<file path="config.mk">
export PLATFORM = sky130hd
export DESIGN_NAME = repsub_divider
export DESIGN_NICKNAME = d
export VERILOG_FILES = /design/src/rtl/arith_pkg.sv /design/src/rtl/repsub_div_dp.sv /design/src/rtl/repsub_divider.sv
export SDC_FILE = /design/constraint.sdc
export NUM_CORES = 1
export LEC_CHECK = 0
export CAP_MARGIN = 20
export CORE_MARGIN = 5
export CORE_UTILIZATION = 45
export CTS_CLUSTER_SIZE = 10
export DETAILED_ROUTE_END_ITERATION = 6
export PLACE_DENSITY = 0.73
export SYNTH_ARGS = -nofsm -noshare
export SYNTH_HDL_FRONTEND = slang
export SYNTH_SLANG_ARGS = --single-unit
</file>
<file path="constraint.sdc">
create_clock -name clk -period 5.5 [get_ports clk]
set_clock_uncertainty 0.2 [all_clocks]
set_input_delay 0.825 -clock clk [delete_from_list [all_inputs] [get_ports clk]]
set_output_delay 0.825 -clock clk [all_outputs]
set_load 0.01 [all_outputs]
</file>
<file path="src/rtl/arith_pkg.sv">
package arith_pkg;

  localparam int unsigned DEF_WIDTH = 16;

  typedef enum logic [2:0] {
    IDLE,
    LDB,
    CHK,
    SUB,
    DONE
  } state_t;

endpackage

</file>
<file path="src/rtl/repsub_div_dp.sv">
module repsub_div_dp
  import arith_pkg::*;
#(
  parameter int unsigned WIDTH = DEF_WIDTH
) (
  input  logic             clk,
  input  logic             rst,
  input  logic             i_load_a,
  input  logic             i_load_b,
  input  logic             i_step,
  input  logic [WIDTH-1:0] i_data,
  output logic [WIDTH-1:0] o_quotient,
  output logic [WIDTH-1:0] o_remainder,
  output logic             o_ge,
  output logic             o_dz
);

  logic [WIDTH-1:0] r_rem;
  logic [WIDTH-1:0] r_div;
  logic [WIDTH-1:0] r_quo;

  // Subtract is only enabled while r_rem >= r_div, so it never wraps.
  always_ff @(posedge clk) begin
    if (rst) begin
      r_rem <= '0;
      r_div <= '0;
      r_quo <= '0;
    end else begin
      if (i_load_a) begin
        r_rem <= i_data;
        r_quo <= '0;
      end
      if (i_load_b) begin
        r_div <= i_data;
      end
      if (i_step) begin
        r_rem <= r_rem - r_div;
        r_quo <= r_quo + WIDTH'(1);
      end
    end
  end

  assign o_ge        = (r_rem >= r_div);
  assign o_dz        = (r_div == '0);
  assign o_quotient  = r_quo;
  assign o_remainder = r_rem;

endmodule

</file>
<file path="src/rtl/repsub_divider.sv">
module repsub_divider
  import arith_pkg::*;
#(
  parameter int unsigned WIDTH = DEF_WIDTH
) (
  input  logic             clk,
  input  logic             rst,
  input  logic             start,
  input  logic [WIDTH-1:0] data_in,
  output logic [WIDTH-1:0] quotient,
  output logic [WIDTH-1:0] remainder,
  output logic             done,
  output logic             busy,
  output logic             dz_err
);

  state_t r_state;
  state_t w_next;
  logic   w_load_a;
  logic   w_load_b;
  logic   w_step;
  logic   w_ge;
  logic   w_dz;
  logic   r_dz_err;

  repsub_div_dp #(
    .WIDTH(WIDTH)
  ) u_dp (
    .clk        (clk),
    .rst        (rst),
    .i_load_a   (w_load_a),
    .i_load_b   (w_load_b),
    .i_step     (w_step),
    .i_data     (data_in),
    .o_quotient (quotient),
    .o_remainder(remainder),
    .o_ge       (w_ge),
    .o_dz       (w_dz)
  );

  always_ff @(posedge clk) begin
    if (rst) begin
      r_state <= IDLE;
    end else begin
      r_state <= w_next;
    end
  end

  always_comb begin
    w_next   = r_state;
    w_load_a = 1'b0;
    w_load_b = 1'b0;
    w_step   = 1'b0;
    case (r_state)
      IDLE: begin
        if (start) begin
          w_load_a = 1'b1;
          w_next   = LDB;
        end
      end
      LDB: begin
        w_load_b = 1'b1;
        w_next   = CHK;
      end
      CHK: begin
        w_next = w_dz ? DONE : SUB;
      end
      SUB: begin
        if (w_ge) begin
          w_step = 1'b1;
        end else begin
          w_next = DONE;
        end
      end
      DONE: begin
        w_next = IDLE;
      end
      default: begin
        w_next = IDLE;
      end
    endcase
  end

  always_ff @(posedge clk) begin
    if (rst) begin
      r_dz_err <= 1'b0;
    end else if (r_state == IDLE && start) begin
      r_dz_err <= 1'b0;
    end else if (r_state == CHK && w_dz) begin
      r_dz_err <= 1'b1;
    end
  end

  // done/busy decode the state register directly, so no input reaches them combinationally.
  assign done   = (r_state == DONE);
  assign busy   = (r_state != IDLE);
  assign dz_err = r_dz_err;

endmodule

</file>
[After elaboration in Yosys (flattened, before gate mapping)]
Index checks and enable logic that the tools add are counted.
Cells by class
  eq/ne operators: 6
  shifts and indexed selects: 0
  add/subtract/negate cells: 2
  magnitude comparators: 1
  reductions and logical operators: 8
  multiply operators: 0
  muxes and demuxes: 13
  div/mod/pow operators: 0
  bitwise operators: 0
Operators by type and width (number)
  $mux 16: 4
  $add 16x1->16 const B: 1
  $ge 16x16->1: 1
  $logic_not 16->1: 1
  $sub 16x16->16: 1
  $pmux 3 s4: 1
  $mux 3: 3
  $eq 3x2->1 const B: 2
  $mux 1: 5
  $ne 2x2->1 const B: 2
  $eq 3x1->1 const B: 1
  $eq 3x3->1 const B: 1
  $logic_not 3->1: 1
  $reduce_bool 3->1: 1
  $logic_and 1x1->1: 2
  $reduce_and 2->1: 1
  $reduce_bool 2->1: 1
  $reduce_or 2->1: 1
Word-level totals
  bits in read-only memories: 0
  input bits: 19
  latch bits: 0
  memories kept: 0
  bits in writable memories: 0
  register bits after elaboration: 52
  output and inout port bits: 35
  word-level logic and storage cells: 35

[Longest topological paths before layout]
Gate-level depths: netlist of the first run.
  depth after elaboration: 4
  depth in mapped cells: 11
  gate-level depth less buffers: 9

[Cells and area by module]
From an unflattened synthesis of the first run, not the netlist that was laid out.
Unflattened totals
  cells, all modules: 397
  area total of the unflattened synthesis: 3283.1 um^2
Modules (own cells, without submodules)
  repsub_div_dp: area each 3057.9 um^2, cells an instance 371, instances 1, sequential area each 960.9 um^2
  repsub_divider: area each 225.2 um^2, cells an instance 26, instances 1, sequential area each 80.1 um^2

[Worst setup path after synthesis of the first run]
Ideal clock, no wire load.
  path kind: flip-flop to flip-flop
  from: reg u_dp.r_rem[0] (netlist: u_dp.o_remainder[0])
  to: reg u_dp.r_quo[15] (netlist: u_dp.o_quotient[15])
  setup time: 0.070 ns
  period minus slack after synthesis: 2.686 ns
  slack: 2.814 ns
  required time: 5.230 ns
  stages on the path, launching flop included: 10
  arrival time: 2.415 ns
  path buffers: 0
  path through: dfxtp_1 inv_1 ha_1 fa_1 and2b_1 o22a_1 o211ai_2 a31o_4 or4_1 a21oi_1
On the way
  word-level cells in the longest chain between the ends: 4
  elaborated cells between the ends (all ways): 5
  classes of those cells: 1 x order compare; 3 x mux; 1 x reduce/logical
Ends and longest elaborated chain
  from (decl): line repsub_div_dp.sv:18  | logic [WIDTH-1:0] r_rem;
  from (signal assigned): line repsub_div_dp.sv:30  | r_rem <= i_data;
  from (signal assigned): line repsub_div_dp.sv:37  | r_rem <= r_rem - r_div;
  $ge 16x16->1 (*): line repsub_div_dp.sv:43  | assign o_ge = (r_rem >= r_div);
  $mux 1 (*): line repsub_divider.sv:69  | if (w_ge) begin
  $mux 1 (*): line repsub_divider.sv:54  | case (r_state)
  $mux 16 or $reduce_bool 2->1 (tied branches)
  to (signal assigned): line repsub_div_dp.sv:38  | r_quo <= r_quo + WIDTH'(1);
  to (decl): line repsub_div_dp.sv:20  | logic [WIDTH-1:0] r_quo;
Mark *: on every way between the ends. The rest lies on a longest branch, timed or not.
A chain may end at the register's enable or synchronous reset.

[Final worst setup path of the first run]
  from: reg u_dp.r_rem[0] (netlist: u_dp.o_remainder[0])
  to: reg u_dp.r_quo[4] (netlist: u_dp.o_quotient[4])
The elaborated chain is that of the path after synthesis.

==> impl_metrics.prom, run 1 <==
# TYPE chip_impl_metric gauge
chip_impl_metric{name="boundaryPins",unit=""} 54
chip_impl_metric{name="detail_route.drc_violations",unit=""} 0
chip_impl_metric{name="cellLeakagePower",unit="nW"} 1.370
chip_impl_metric{name="detailed_routing_iterations_pass_1",unit=""} 5
chip_impl_info{name="synthTopCellsByArea",value="sky130_fd_sc_hd__dfxtp_1 (32%), sky130_fd_sc_hd__a21oi_1 (8.6%), sky130_fd_sc_hd__nand2_1 (6.9%), sky130_fd_sc_hd__ha_1 (6.5%), sky130_fd_sc_hd__nand3_1 (5.1%)"} 1
chip_impl_metric{name="route.antenna.remaining_nets",unit=""} 0
chip_impl_metric{name="via_count_of_the_first_global_routing_pass",unit=""} 2995
chip_impl_info{name="worst_path_dominant_cell_family",value="compound AO/OA/AOI/OAI gates"} 1
chip_impl_metric{name="clock_insertion_delay_worst_skew",unit="ps"} 310
chip_impl_metric{name="max_freq",unit="GHz"} 0.3264
chip_impl_metric{name="total_core_area",unit="sq mm"} 0.007176
chip_impl_metric{name="diodes",unit=""} 0
chip_impl_info{name="setup_repair_after_global_routing_missed_its_margin",value="false"} 1
chip_impl_metric{name="cts_setup_buffers",unit=""} 0
chip_impl_info{name="cts_tree",value="built"} 1
chip_impl_metric{name="final_period_minus_worst_setup_slack",unit="ps"} 3063
chip_impl_metric{name="worst-slew-pin-transition",unit="ps"} 1098
chip_impl_metric{name="synthesis.yosys.warnings",unit=""} 0
chip_impl_metric{name="worstRegToRegCells",unit=""} 10
chip_impl_metric{name="dp_hpwl",unit="microns"} 6414
chip_impl_metric{name="critPathRequiredTime",unit="ps"} 5520
chip_impl_info{name="clock_root_buffer",value="sky130_fd_sc_hd__clkbuf_8"} 1
chip_impl_metric{name="ys_seq_elements",unit=""} 52
chip_impl_metric{name="placement.io_buffers",unit=""} 53
chip_impl_metric{name="synthArstFlopShare",unit=""} 0
chip_impl_metric{name="timing.reg2reg.setup_slack",unit="ps"} 2440
chip_impl_info{name="hold_path_end",value="u_dp.r_div[8]"} 1
chip_impl_metric{name="non_filler_cells_final",unit=""} 565
chip_impl_metric{name="grt_first_pass_wirelength",unit="microns"} 14660
chip_impl_metric{name="timing.final.max_slew_violations",unit=""} 0
chip_impl_metric{name="p_total",unit="mW"} 1.221
chip_impl_metric{name="syn_to_final_growth",unit="%"} 19.90
chip_impl_metric{name="start_util",unit=""} 0.4556
chip_impl_metric{name="holdPathStages",unit=""} 2
chip_impl_metric{name="maximum_number_of_pins_on_one_net_before_global_route_repair",unit=""} 46
chip_impl_metric{name="clockBufferDepth",unit=""} 2
chip_impl_metric{name="chipWidth",unit="microns"} 95.24
chip_impl_metric{name="timing.critical_path.fanout_max",unit=""} 11
chip_impl_metric{name="post_drt_via_cell_ratio",unit=""} 5.745
chip_impl_info{name="synth_top_area_cell",value="sky130_fd_sc_hd__dfxtp_1"} 1
chip_impl_info{name="worst_setup_sp_type",value="flip-flop"} 1
chip_impl_info{name="post-synth-top-count-cell",value="sky130_fd_sc_hd__nand2_1"} 1
chip_impl_metric{name="finish.net_count",unit=""} 502
chip_impl_metric{name="h_tree_depth_reported_by_cts",unit=""} 2
chip_impl_info{name="timing.rr.start",value="u_dp.o_remainder[0]"} 1
chip_impl_metric{name="globalRouteOverflowTotal",unit=""} 0
chip_impl_metric{name="maxSlewHeadroom",unit=""} 0.2659
chip_impl_metric{name="number_of_hold_violations_in_the_final_report",unit=""} 0
chip_impl_info{name="r2r_end",value="u_dp.o_quotient[4]"} 1
chip_impl_info{name="worst_hold_path_type",value="flip-flop to flip-flop"} 1
chip_impl_metric{name="design.die.area",unit="sq mm"} 0.009070
chip_impl_info{name="synthFlopType",value="sky130_fd_sc_hd__dfxtp_1"} 1
chip_impl_metric{name="critical_path_buf_inv_count",unit=""} 2
chip_impl_info{name="status",value="complete, no violations"} 1
chip_impl_metric{name="groute.usage.overall",unit=""} 0.2019
chip_impl_metric{name="syn-cell-area",unit="sq mm"} 0.003269
chip_impl_metric{name="final.period_utilization",unit=""} 0.5570
chip_impl_metric{name="worst_path_largest_cell_delay",unit="ps"} 670
chip_impl_metric{name="die_height",unit="microns"} 95.24
chip_impl_metric{name="gp_congestion",unit=""} 0.8767
chip_impl_metric{name="timing.hold.ws",unit="ps"} 284.3
chip_impl_metric{name="timing.critical_path.arrival",unit="ps"} 3080
chip_impl_metric{name="maxCapViolCount",unit=""} 0
chip_impl_metric{name="synth-edff-count",unit=""} 0
chip_impl_metric{name="cts_hold_buf",unit=""} 0
chip_impl_metric{name="drt_first_iter_violations",unit=""} 211
chip_impl_metric{name="final-setup-viol-count",unit=""} 0
chip_impl_info{name="critical_path.slowest_cell",value="sky130_fd_sc_hd__a31oi_2"} 1
chip_impl_metric{name="powerDensity",unit="mW/mm^2"} 311.5
chip_impl_metric{name="antenna_found_initial",unit=""} 0
chip_impl_metric{name="totalWireLength",unit="microns"} 8951
chip_impl_metric{name="finalSetupTns",unit="ps"} 0
chip_impl_metric{name="route.vias.total",unit=""} 3246
chip_impl_info{name="crit_chain",value="inv_1, ha_1, fa_1, and2b_1, o22a_1, o211ai_2, a31oi_2, buf_6, nand3_1, a31oi_1"} 1
chip_impl_metric{name="synth_top_area_frac",unit=""} 0.3184
chip_impl_metric{name="worst_ir_drop_vdd",unit="mV"} 0.1911
chip_impl_info{name="critical_hold_path_startpoint",value="u_dp.r_div[8]"} 1
chip_impl_metric{name="number_of_buffers_created_by_cts",unit=""} 5
chip_impl_metric{name="layout.core_utilization",unit=""} 0.5463
chip_impl_metric{name="syn_inst",unit=""} 420
chip_impl_metric{name="cts_num_sinks",unit=""} 52
chip_impl_metric{name="drt-wirelength-per-cell",unit="microns"} 15.84
chip_impl_info{name="yosys-top-cells-count",value="sky130_fd_sc_hd__nand2_1 (60), sky130_fd_sc_hd__a21oi_1 (56), sky130_fd_sc_hd__dfxtp_1 (52)"} 1
chip_impl_metric{name="rows",unit=""} 31
chip_impl_metric{name="ctsResizeCount",unit=""} 0
chip_impl_metric{name="cts.clk_slew.worst_paths",unit="ps"} 100
chip_impl_info{name="critical_path.endpoint_type",value="flip-flop"} 1
chip_impl_metric{name="synth_seq_area_share",unit=""} 0.3184
chip_impl_metric{name="synth_cell_types",unit=""} 67
chip_impl_metric{name="dp.cells",unit=""} 557
chip_impl_metric{name="final_layout_size_suffix_gt1_frac",unit=""} 0.05794
chip_impl_metric{name="syn-num-nets",unit=""} 457
chip_impl_metric{name="syn-mean-instance-area",unit="sq um"} 7.784
chip_impl_info{name="critPathKind",value="flip-flop to flip-flop"} 1
## metal layers
metal,share of wire,GRT usage,wire length [microns]
met2,0.44,0.3125,3963
met3,0.067,0.03236,602
met4,0.016,0.05649,140
met5,0,0,0
met1,0.47,0.2890,4244
## tightest hold or removal path: cells and delay by family (launching register included)
family,cells,cell delay (ps)
AOI/OAI and AO/OA,1,50
DFF,1,340
and+or+nand+nor,1,60
## worst max-delay path by stage
stage	start	end	slack (ps)	depth (start not counted)
finish	u_dp.o_remainder[0]	u_dp.o_quotient[4]	2440	10
global route	u_dp.o_remainder[0]	u_dp.o_quotient[4]	2230	10
CTS	u_dp.o_remainder[0]	u_dp.o_quotient[4]	2410	10
detailed placement	u_dp.o_remainder[0]	u_dp.o_quotient[4]	2450	10
global placement	u_dp.o_remainder[0]	u_dp.o_quotient[2]	2320	9
floorplan	u_dp.o_remainder[0]	u_dp.o_quotient[15]	2810	9
## power breakdown
part / switching [mW] / internal [mW] / total, mW
clock: 0.138 / 0.0910 / 0.229
combinational: 0.326 / 0.233 / 0.559
sequential: 0.0272 / 0.406 / 0.433
## per-stage QoR
step / worst slack, ps / cell area, sq um
4_1_cts: 2409 / 3920
6_report: 2437 / 3920
5_1_grt: 2227 / 3920
3_5_place_dp: 2451 / 3831
2_1_floorplan: 2814 / 3269
3_3_place_gp: 2325 / 3820
## placed cells by master, fill, tap and decap left out, types with 3 or more instances in the layout
| master | synthesis | layout |
|---|---|---|
| sky130_fd_sc_hd__or4_1 | 7 | 7 |
| sky130_fd_sc_hd__or3_1 | 8 | 8 |
| sky130_fd_sc_hd__nor4_1 | 6 | 6 |
| sky130_fd_sc_hd__o31ai_1 | 7 | 7 |
| sky130_fd_sc_hd__a21boi_0 | 3 | 3 |
| sky130_fd_sc_hd__a21o_1 | 4 | 4 |
| sky130_fd_sc_hd__nor3_1 | 3 | 3 |
| sky130_fd_sc_hd__nand4_1 | 5 | 5 |
| sky130_fd_sc_hd__nand2b_1 | 5 | 5 |
| sky130_fd_sc_hd__nor2_1 | 12 | 12 |
| sky130_fd_sc_hd__a31oi_1 | 11 | 10 |
| sky130_fd_sc_hd__a22oi_1 | 6 | 6 |
| sky130_fd_sc_hd__a21oi_1 | 56 | 56 |
| sky130_fd_sc_hd__clkdlybuf4s50_1 | 0 | 53 |
| sky130_fd_sc_hd__buf_4 | 2 | 3 |
| sky130_fd_sc_hd__nand3_1 | 33 | 33 |
| sky130_fd_sc_hd__and4_1 | 3 | 3 |
| sky130_fd_sc_hd__inv_1 | 26 | 26 |
| sky130_fd_sc_hd__dfxtp_1 | 52 | 52 |
| sky130_fd_sc_hd__nand2_1 | 60 | 60 |
| sky130_fd_sc_hd__and3_1 | 5 | 5 |
| sky130_fd_sc_hd__o21ai_0 | 13 | 13 |
| sky130_fd_sc_hd__o21a_1 | 3 | 3 |
| sky130_fd_sc_hd__ha_1 | 17 | 17 |
| sky130_fd_sc_hd__xnor2_1 | 7 | 7 |
| sky130_fd_sc_hd__clkbuf_8 | 3 | 5 |
## cells by family after synthesis
logic type,count (synthesis),share of synthesized area
compound gates,127,0.2453
xor+xnor,9,0.02411
fa+ha+maj,18,0.07118
buf+inv,45,0.07041
flops,52,0.3184
mux,1,0.003062
simple gates,168,0.2675
## layout make-up
class | count | area, sq um
Clock buffer | 6 | 72.57
Clock inverter | 2 | 16.27
Fill cell | 723 | 3256
Inverter | 26 | 97.59
Multi-Input combinational cell | 323 | 2004
Sequential cell | 52 | 1041
Tap cell | 99 | 123.9
Timing Repair Buffer | 57 | 564.3
## registers in the layout, summed over array words and instances (netlist names)
name / flops
u_dp.o_quotient: 16
dz_err: 1
u_dp.r_div: 16
u_dp.o_remainder: 16
r_state: 3
No activity file was read; power rests on OpenSTA's default activity.
==> run 2: changes to the inputs <==
--- a/config.mk
+++ b/config.mk
@@ -10,7 +10,7 @@
 export CORE_UTILIZATION = 45
 export CTS_CLUSTER_SIZE = 10
 export DETAILED_ROUTE_END_ITERATION = 6
-export PLACE_DENSITY = 0.73
+export PLACE_DENSITY = 0.76
 export SYNTH_ARGS = -nofsm -noshare
 export SYNTH_HDL_FRONTEND = slang
 export SYNTH_SLANG_ARGS = --single-unit
==> constraint.sdc (replaced) <==
create_clock -name clk -period 2.6 [get_ports clk]
set_clock_uncertainty 0.2 [all_clocks]
set_input_delay 0.39 -clock clk [delete_from_list [all_inputs] [get_ports clk]]
set_output_delay 0.39 -clock clk [all_outputs]
set_load 0.01 [all_outputs]
==> run 2 against run 1 <==
- maximum frequency up 17%
- non-clock buffer count increased by 33
- the flow now finishes with violations (negative setup slack)
- via count rose by 7.9%
- final area up 13%
- critical path type unchanged
- sequential share of layout area shrank 2.9 points
- register-to-register slack lost 2500 ps
==> impl_metrics.prom, run 2 (same netlist as run 1, synthesis figures left out) <==
# TYPE chip_impl_metric gauge
chip_impl_info{name="status",value="finished with violations"} 1
chip_impl_info{name="violated_checks",value="negative setup slack"} 1
chip_impl_metric{name="total_core_area",unit="sq mm"} 0.007176
chip_impl_metric{name="cts.clk_slew.worst_paths",unit="ps"} 100
chip_impl_metric{name="finalWorstSetupSlack",unit="ps"} -16.60
chip_impl_metric{name="start_util",unit=""} 0.4556
chip_impl_metric{name="critPathRequiredTime",unit="ps"} 2650
chip_impl_info{name="clock_root_buffer",value="sky130_fd_sc_hd__clkbuf_8"} 1
chip_impl_metric{name="groute.usage.overall",unit=""} 0.2140
chip_impl_info{name="critical_hold_path_startpoint",value="u_dp.r_div[2]"} 1
chip_impl_info{name="critPathKind",value="flip-flop to flip-flop"} 1
chip_impl_metric{name="timing.final.max_slew_violations",unit=""} 0
chip_impl_metric{name="finish.net_count",unit=""} 538
chip_impl_info{name="most-common-layout-cells",value="sky130_fd_sc_hd__nand2_1 (59), sky130_fd_sc_hd__clkdlybuf4s50_1 (53), sky130_fd_sc_hd__a21oi_1 (50), sky130_fd_sc_hd__dfxtp_1 (49), sky130_fd_sc_hd__nand3_1 (33)"} 1
chip_impl_metric{name="h_tree_depth_reported_by_cts",unit=""} 2
chip_impl_info{name="hold_path_end",value="u_dp.r_div[2]"} 1
chip_impl_metric{name="maxCapViolCount",unit=""} 0
chip_impl_metric{name="post-place-ws",unit="ps"} -65.62
chip_impl_metric{name="final-setup-viol-count",unit=""} 1
chip_impl_metric{name="finalSetupTns",unit="ps"} -16.60
chip_impl_metric{name="holdPathStages",unit=""} 2
chip_impl_metric{name="powerDensity",unit="mW/mm^2"} 676.1
chip_impl_metric{name="syn_to_final_growth",unit="%"} 34.90
chip_impl_metric{name="via_count_of_the_first_global_routing_pass",unit=""} 3282
chip_impl_metric{name="gp_congestion",unit=""} 0.8747
chip_impl_metric{name="drt-wirelength-per-cell",unit="microns"} 16.18
chip_impl_metric{name="final_layout_size_suffix_gt1_frac",unit=""} 0.1773
chip_impl_metric{name="timing.critical_path.arrival",unit="ps"} 2670
chip_impl_metric{name="non_filler_cells_final",unit=""} 601
chip_impl_metric{name="chipWidth",unit="microns"} 95.24
chip_impl_metric{name="share_seq_of_total_power",unit=""} 0.307
chip_impl_metric{name="totalWireLength",unit="microns"} 9724
chip_impl_info{name="worst_hold_path_type",value="flip-flop to flip-flop"} 1
chip_impl_info{name="critical_path.slowest_cell",value="sky130_fd_sc_hd__or4_1"} 1
chip_impl_metric{name="post_drt_via_cell_ratio",unit=""} 5.829
chip_impl_metric{name="internal_dissipation",unit="mW"} 1.833
chip_impl_metric{name="grt_first_pass_wirelength",unit="microns"} 15430
chip_impl_metric{name="diodes",unit=""} 0
chip_impl_metric{name="final.period_utilization",unit=""} 1.006
chip_impl_metric{name="netSwitchingPower",unit="mW"} 1.149
chip_impl_metric{name="route.antenna.remaining_nets",unit=""} 0
chip_impl_info{name="worst_setup_sp_type",value="flip-flop"} 1
chip_impl_metric{name="timing.reg2reg.setup_slack",unit="ps"} -20
chip_impl_metric{name="fill_cells",unit=""} 626
chip_impl_metric{name="max_freq",unit="GHz"} 0.3822
chip_impl_metric{name="maximum_number_of_pins_on_one_net_before_global_route_repair",unit=""} 25
chip_impl_metric{name="worst_ir_drop_vdd",unit="mV"} 0.3302
chip_impl_metric{name="route.vias.total",unit=""} 3503
chip_impl_info{name="timing.rr.start",value="u_dp.o_remainder[0]"} 1
chip_impl_metric{name="dp_hpwl",unit="microns"} 6967
chip_impl_metric{name="timing.critical_path.fanout_max",unit=""} 5
chip_impl_metric{name="cts_num_sinks",unit=""} 52
chip_impl_metric{name="number_of_buffers_created_by_cts",unit=""} 5
chip_impl_info{name="r2r_end",value="u_dp.o_quotient[14]"} 1
chip_impl_metric{name="number_of_hold_violations_in_the_final_report",unit=""} 0
chip_impl_metric{name="clockBufferDepth",unit=""} 2
chip_impl_metric{name="die_height",unit="microns"} 95.24
chip_impl_metric{name="boundaryPins",unit=""} 54
chip_impl_info{name="cts_tree",value="built"} 1
chip_impl_metric{name="rows",unit=""} 31
chip_impl_metric{name="cellLeakagePower",unit="nW"} 1.576
chip_impl_metric{name="power.switching_fraction",unit=""} 0.3852
chip_impl_info{name="setup_repair_after_global_routing_missed_its_margin",value="true"} 1
chip_impl_metric{name="worst_path_largest_cell_delay",unit="ps"} 520
chip_impl_metric{name="postPlaceCellArea",unit="sq mm"} 0.004034
chip_impl_metric{name="timing.hold.ws",unit="ps"} 280.1
chip_impl_metric{name="worstRegToRegCells",unit=""} 9
chip_impl_metric{name="dp.cells",unit=""} 584
chip_impl_metric{name="pwr-share-comb",unit=""} 0.494
chip_impl_metric{name="placement.io_buffers",unit=""} 53
chip_impl_metric{name="antenna_found_initial",unit=""} 0
chip_impl_info{name="critical_path.endpoint_type",value="flip-flop"} 1
chip_impl_info{name="layout_commonest_cell",value="sky130_fd_sc_hd__nand2_1"} 1
chip_impl_metric{name="p_clk_frac",unit=""} 0.199
chip_impl_metric{name="design.die.area",unit="sq mm"} 0.009070
chip_impl_metric{name="clock_insertion_delay_worst_skew",unit="ps"} 310
chip_impl_metric{name="globalRouteOverflowTotal",unit=""} 0
chip_impl_info{name="crit_chain",value="inv_2, ha_4, fa_2, and2b_1, o22a_1, o211ai_4, a31o_4, or4_1, a21oi_1"} 1
chip_impl_metric{name="maxSlewHeadroom",unit=""} 0.5397
chip_impl_metric{name="drt_first_iter_violations",unit=""} 272
chip_impl_metric{name="detail_route.drc_violations",unit=""} 0
chip_impl_metric{name="final_period_minus_worst_setup_slack",unit="ps"} 2617
chip_impl_metric{name="final_design_area_no_fill",unit="sq mm"} 0.004410
chip_impl_metric{name="detailed_routing_iterations_pass_1",unit=""} 4
chip_impl_metric{name="worst-slew-pin-transition",unit="ps"} 690.5
run 2: changes by cell type in the layout (fill, tap and decap cells not counted), moves of 3 or more:
cell | previous run | this run
sky130_fd_sc_hd__buf_4 | 3 | 32
sky130_fd_sc_hd__a21oi_1 | 56 | 50
sky130_fd_sc_hd__a21oi_2 | 0 | 5
sky130_fd_sc_hd__ha_1 | 17 | 12
sky130_fd_sc_hd__buf_6 | 1 | 5
sky130_fd_sc_hd__dfxtp_1 | 52 | 49
sky130_fd_sc_hd__dfxtp_2 | 0 | 3
sky130_fd_sc_hd__ha_4 | 0 | 3
run 2: worst max path at each step:
| stage | start | endpoint | slack [ps] | cells past startpoint |
|---|---|---|---|---|
| final | u_dp.o_remainder[0] | u_dp.o_quotient[14] | -20 | 9 |
| after floorplan | u_dp.o_remainder[0] | u_dp.o_quotient[15] | 7 | 9 |
| after global routing | u_dp.r_div[10] | u_dp.o_quotient[14] | -90 | 8 |
| after global placement | u_dp.o_remainder[0] | u_dp.o_quotient[14] | 3 | 9 |
| after detailed placement | u_dp.o_remainder[0] | u_dp.o_quotient[13] | -70 | 9 |
| after CTS | u_dp.o_remainder[0] | u_dp.o_quotient[13] | 10 | 9 |
run 2: worst max-delay path: cells and delay by family, from the launching register on:
kind | cells | cell delay [ps]
buffers and inverters | 1 | 40
DFF | 1 | 350
adders and majority gates | 2 | 480
and+or+nand+nor | 2 | 740
AOI/OAI and AO/OA | 4 | 740
run 2: what timing repair did:
action                                  CTS  global route
endpoints found under the hold margin     0             0
gates resized for setup                  13            27
hold buffers                              0             0
buffers inserted                          5             1
pin swaps                                 9             5
cloned                                    2             1
endpoints found under the setup margin   11            33
run 2: layer usage:
metal,vias to the layer above,share of wire,GRT usage,routed length [microns]
met5,-,0,0,0
met4,0,0.016,0.06130,156
met3,13,0.058,0.03552,568
met2,99,0.47,0.3481,4611
met1,1688,0.45,0.2911,4387
li1,1703,-,-,-
run 2: power groups by stage:
| stage | sequential, mW | clock (mW) | combinational (mW) |
|---|---|---|---|
| after detailed placement | 0.931 | 0 | 1.28 |
| after global routing | 0.928 | 0.643 | 1.61 |
| after floorplan | 0.933 | 0 | 0.853 |
| final | 0.917 | 0.594 | 1.47 |
| after global placement | 0.929 | 0 | 1.25 |
| after CTS | 0.914 | 0.608 | 1.36 |
run 2: through the flow:
step	power [mW]	utilization
final	2.982	0.6146
after global routing	3.186	0.6146
after detailed placement	2.206	0.5622
after global placement	2.178	0.5622
after floorplan	1.786	-
after CTS	2.885	0.5949
run 2: cell type report:
cell class | instances | area, sq um | area share
inverter | 26 | 97.59 | 0.02213
timing repair buffer | 90 | 827.0 | 0.1875
clock buffer | 6 | 82.58 | 0.01872
sequential | 52 | 1045 | 0.2369
multi-input combinational | 326 | 2196 | 0.4979
tap | 99 | 123.9 | 0.02809
clock inverter | 2 | 38.79 | 0.008794
==> run 3: changes to the inputs <==
--- a/config.mk
+++ b/config.mk
@@ -5,12 +5,13 @@
 export SDC_FILE = /design/constraint.sdc
 export NUM_CORES = 1
 export LEC_CHECK = 0
+export ABC_AREA = 1
 export CAP_MARGIN = 20
 export CORE_MARGIN = 5
 export CORE_UTILIZATION = 45
 export CTS_CLUSTER_SIZE = 10
 export DETAILED_ROUTE_END_ITERATION = 6
-export PLACE_DENSITY = 0.76
+export PLACE_DENSITY = 0.69
 export SYNTH_ARGS = -nofsm -noshare
 export SYNTH_HDL_FRONTEND = slang
 export SYNTH_SLANG_ARGS = --single-unit
==> constraint.sdc (replaced) <==
create_clock -name clk -period 2.6 [get_ports clk]
set_clock_uncertainty 0.2 [all_clocks]
set_input_delay 0.65 -clock clk [delete_from_list [all_inputs] [get_ports clk]]
set_output_delay 0.65 -clock clk [all_outputs]
set_load 0.01 [all_outputs]
==> run 3 against run 2 <==
- the run now ends clean
- final cell count is 23% higher
- largest power group unchanged
- clock power is 3% higher
- synthesized cell count is 40% higher
- non-clock buffer count is 27 lower
- register-to-register slack better by 190 ps
- clock-buffer cell count is 1 higher
- setup slack better by 190 ps
- largest cell class unchanged
- wire length hardly changed
- highest routed layer unchanged
- area after synthesis is 10% higher
- utilization is 4.8 points lower
- sequential power is 2.7% higher
==> impl_metrics.prom, run 3 <==
# TYPE chip_impl_metric gauge
chip_impl_metric{name="cts.clk_slew.worst_paths",unit="ps"} 100
chip_impl_metric{name="timing.final.max_slew_violations",unit=""} 0
chip_impl_info{name="cts_tree",value="built"} 1
chip_impl_metric{name="final.period_utilization",unit=""} 0.9339
chip_impl_metric{name="number_of_hold_violations_in_the_final_report",unit=""} 0
chip_impl_metric{name="detail_route.drc_violations",unit=""} 0
chip_impl_metric{name="cts_setup_buffers",unit=""} 0
chip_impl_metric{name="final_period_minus_worst_setup_slack",unit="ps"} 2428
chip_impl_metric{name="dp_hpwl",unit="microns"} 7735
chip_impl_metric{name="synth_xor_area_frac",unit=""} 0.02428
chip_impl_metric{name="ys_seq_elements",unit=""} 52
chip_impl_metric{name="gp_congestion",unit=""} 0.9165
chip_impl_metric{name="post_drt_via_cell_ratio",unit=""} 4.907
chip_impl_metric{name="muxShareOfSynthArea",unit=""} 0
chip_impl_metric{name="cts_num_sinks",unit=""} 52
chip_impl_metric{name="boundaryPins",unit=""} 54
chip_impl_metric{name="syn_to_final_growth",unit="%"} 21.96
chip_impl_info{name="critPathKind",value="flip-flop to flip-flop"} 1
chip_impl_info{name="timing.rr.start",value="u_dp.o_remainder[0]"} 1
chip_impl_metric{name="holdPathStages",unit=""} 2
chip_impl_info{name="synthFlopType",value="sky130_fd_sc_hd__dfxtp_1"} 1
chip_impl_info{name="synth_top_area_cell",value="sky130_fd_sc_hd__dfxtp_1"} 1
chip_impl_info{name="critical_hold_path_startpoint",value="dz_err"} 1
chip_impl_metric{name="synth_compound_area_frac",unit=""} 0.09955
chip_impl_metric{name="pwr-share-comb",unit=""} 0.504
chip_impl_metric{name="post_synth_and_or_nand_nor_area_fraction",unit=""} 0.3892
chip_impl_info{name="layout_commonest_cell",value="sky130_fd_sc_hd__nand2_1"} 1
chip_impl_metric{name="finalWorstSetupSlack",unit="ps"} 171.8
chip_impl_metric{name="powerDensity",unit="mW/mm^2"} 712.7
chip_impl_metric{name="route.vias.total",unit=""} 3636
chip_impl_metric{name="cellLeakagePower",unit="nW"} 2.081
chip_impl_info{name="yosys-top-cells-count",value="sky130_fd_sc_hd__nand2_1 (175), sky130_fd_sc_hd__inv_1 (97), sky130_fd_sc_hd__nand3_1 (72)"} 1
chip_impl_metric{name="drt-wirelength-per-cell",unit="microns"} 13.12
chip_impl_info{name="synthTopCellsByArea",value="sky130_fd_sc_hd__dfxtp_1 (29%), sky130_fd_sc_hd__nand2_1 (18%), sky130_fd_sc_hd__inv_1 (10%), sky130_fd_sc_hd__nand3_1 (10%), sky130_fd_sc_hd__ha_1 (5.9%)"} 1
chip_impl_metric{name="syn-mean-instance-area",unit="sq um"} 6.156
chip_impl_metric{name="detailed_routing_iterations_pass_1",unit=""} 4
chip_impl_metric{name="maximum_number_of_pins_on_one_net_before_global_route_repair",unit=""} 33
chip_impl_metric{name="worst_path_largest_cell_delay",unit="ps"} 400
chip_impl_metric{name="synth_cell_types",unit=""} 34
chip_impl_metric{name="drt_first_iter_violations",unit=""} 141
chip_impl_metric{name="diodes",unit=""} 0
chip_impl_metric{name="internal_dissipation",unit="mW"} 1.802
chip_impl_metric{name="synthArstFlopShare",unit=""} 0
chip_impl_metric{name="globalRouteOverflowTotal",unit=""} 0
chip_impl_metric{name="clock_insertion_delay_worst_skew",unit="ps"} 300
chip_impl_metric{name="syn-cell-area",unit="sq mm"} 0.003607
chip_impl_info{name="post-synth-top-count-cell",value="sky130_fd_sc_hd__nand2_1"} 1
chip_impl_info{name="source_of_the_critical_timing_path",value="u_dp.o_remainder[0]"} 1
chip_impl_metric{name="synth_adder_area_share",unit=""} 0.06452
chip_impl_metric{name="finish.net_count",unit=""} 675
chip_impl_metric{name="totalWireLength",unit="microns"} 9725
chip_impl_info{name="clock_root_buffer",value="sky130_fd_sc_hd__clkbuf_8"} 1
chip_impl_metric{name="grt_first_pass_wirelength",unit="microns"} 15900
chip_impl_info{name="setup_repair_after_global_routing_missed_its_margin",value="true"} 1
chip_impl_info{name="r2r_end",value="u_dp.o_remainder[10]"} 1
chip_impl_metric{name="worst-slew-pin-transition",unit="ps"} 580.6
chip_impl_metric{name="post-place-ws",unit="ps"} 134.8
chip_impl_metric{name="worstRegToRegCells",unit=""} 15
chip_impl_metric{name="syn_inst",unit=""} 586
chip_impl_metric{name="placement.io_buffers",unit=""} 53
chip_impl_metric{name="final-setup-viol-count",unit=""} 0
chip_impl_metric{name="worst_ir_drop_vdd",unit="mV"} 0.3306
chip_impl_metric{name="total_core_area",unit="sq mm"} 0.007767
chip_impl_info{name="worst_setup_sp_type",value="flip-flop"} 1
chip_impl_metric{name="number_of_buffers_created_by_cts",unit=""} 5
chip_impl_metric{name="syn-num-nets",unit=""} 623
chip_impl_metric{name="netSwitchingPower",unit="mW"} 1.333
chip_impl_info{name="critical_path.slowest_cell",value="sky130_fd_sc_hd__fa_1"} 1
chip_impl_metric{name="timing.reg2reg.setup_slack",unit="ps"} 170
chip_impl_metric{name="design.die.area",unit="sq mm"} 0.009906
chip_impl_metric{name="synthesis.yosys.warnings",unit=""} 0
chip_impl_metric{name="max_freq",unit="GHz"} 0.4118
chip_impl_metric{name="synth_top_area_frac",unit=""} 0.2886
chip_impl_metric{name="clockBufferDepth",unit=""} 2
chip_impl_metric{name="final_layout_size_suffix_gt1_frac",unit=""} 0.06416
chip_impl_info{name="critical_path.endpoint_type",value="flip-flop"} 1
chip_impl_metric{name="timing.critical_path.fanout_max",unit=""} 32
chip_impl_metric{name="h_tree_depth_reported_by_cts",unit=""} 2
chip_impl_info{name="worst_path_dominant_cell_family",value="simple AND/OR/NAND/NOR gates"} 1
chip_impl_info{name="status",value="complete, no violations"} 1
chip_impl_info{name="largest_family_of_logic_cells_by_synthesized_area",value="simple AND/OR/NAND/NOR gates"} 1
chip_impl_info{name="crit_chain",value="inv_1, ha_1, fa_1, inv_1, nand2_1, nand2_1, nand3_2, nand3_2, nand2_2, nand2_4, nand2_8, nand2_1, nor2_1, nor2_1, nor2_1"} 1
chip_impl_metric{name="chipWidth",unit="microns"} 99.53
chip_impl_metric{name="route.antenna.remaining_nets",unit=""} 0
chip_impl_metric{name="share_seq_of_total_power",unit=""} 0.301
chip_impl_metric{name="critical_path_buf_inv_count",unit=""} 2
chip_impl_metric{name="rows",unit=""} 32
chip_impl_metric{name="synth_seq_area_share",unit=""} 0.2886
chip_impl_metric{name="timing.critical_path.arrival",unit="ps"} 2430
chip_impl_metric{name="critPathRequiredTime",unit="ps"} 2610
chip_impl_metric{name="via_count_of_the_first_global_routing_pass",unit=""} 3371
chip_impl_metric{name="maxSlewHeadroom",unit=""} 0.6093
chip_impl_metric{name="maxCapViolCount",unit=""} 0
chip_impl_metric{name="synth-edff-count",unit=""} 0
chip_impl_info{name="hold_path_end",value="dz_err"} 1
chip_impl_info{name="most-common-layout-cells",value="sky130_fd_sc_hd__nand2_1 (175), sky130_fd_sc_hd__inv_1 (97), sky130_fd_sc_hd__nand3_1 (72), sky130_fd_sc_hd__clkdlybuf4s50_1 (53), sky130_fd_sc_hd__dfxtp_1 (52)"} 1
chip_impl_metric{name="die_height",unit="microns"} 99.53
chip_impl_info{name="worst_hold_path_type",value="flip-flop to flip-flop"} 1
chip_impl_metric{name="p_clk_frac",unit=""} 0.196
chip_impl_metric{name="fill_cells",unit=""} 787
chip_impl_metric{name="antenna_found_initial",unit=""} 0
chip_impl_metric{name="groute.usage.overall",unit=""} 0.1955
chip_impl_metric{name="layout.core_utilization",unit=""} 0.5664
chip_impl_metric{name="start_util",unit=""} 0.4644
chip_impl_metric{name="power.switching_fraction",unit=""} 0.4252
-- run 3: repair_timing --
action                     CTS  global route
gates resized for setup      0             3
setup endpoints to repair    0            12
hold buffers                 0             0
-- run 3: cell families after synthesis --
family	Yosys count
simple gates	317
buf+inv	120
compound gates	69
xor+xnor	10
flops	52
fa+ha+maj	18
-- run 3: power by group through the flow --
stage | logic (mW) | clock network, mW | registers [mW]
floorplan | 1.15 | 0 | 0.955
global placement | 1.54 | 0 | 0.959
detailed placement | 1.55 | 0 | 0.960
CTS | 1.56 | 0.625 | 0.942
global route | 1.78 | 0.658 | 0.951
finish | 1.58 | 0.614 | 0.942
-- run 3: metal layers --
metal / track usage / share of wire / vias up
met5: 0 / 0 / -
met4: 0.04097 / 0.0080 / 0
met3: 0.03787 / 0.053 / 4
met2: 0.3357 / 0.48 / 81
met1: 0.2547 / 0.46 / 1600
li1: - / - / 1951
-- run 3: metrics by stage --
step                      hold WS, ps  instance area, sq um  setup TNS (ps)  std cells  power, mW
after global placement          253.9                  4253               0        733      2.494
after CTS                       262.5                  4379               0        741      3.125
after floorplan                 240.7                  3607               0        586      2.109
final                           257.7                  4399               0        741      3.135
after detailed placement        248.6                  4253               0        733      2.511
after global routing            307.7                  4399          -25.07        741      3.389
-- run 3: cell type report --
cell class | count | area (sq um) | share of cell area
multi-input combinational | 414 | 2100 | 0.4772
inverter | 102 | 382.9 | 0.08703
sequential | 52 | 1041 | 0.2366
clock inverter | 1 | 30.03 | 0.006826
clock buffer | 7 | 96.34 | 0.02190
timing repair buffer | 63 | 621.8 | 0.1414
tap | 102 | 127.6 | 0.02901
-- run 3: tightest hold or removal path, delay by kind of cell, from the launching register on --
family / cells / cell delay [ps]
compound gates: 1 / 50
flops: 1 / 320
buf+inv: 1 / 50
-- run 3: worst max path at each step --
stage / cells past startpoint / endpoint
after global placement: 15 / u_dp.o_remainder[9]
final: 15 / u_dp.o_remainder[10]
after detailed placement: 15 / u_dp.o_remainder[10]
after global routing: 15 / u_dp.o_remainder[10]
after floorplan: 14 / u_dp.o_quotient[8]
after CTS: 15 / u_dp.o_remainder[10]
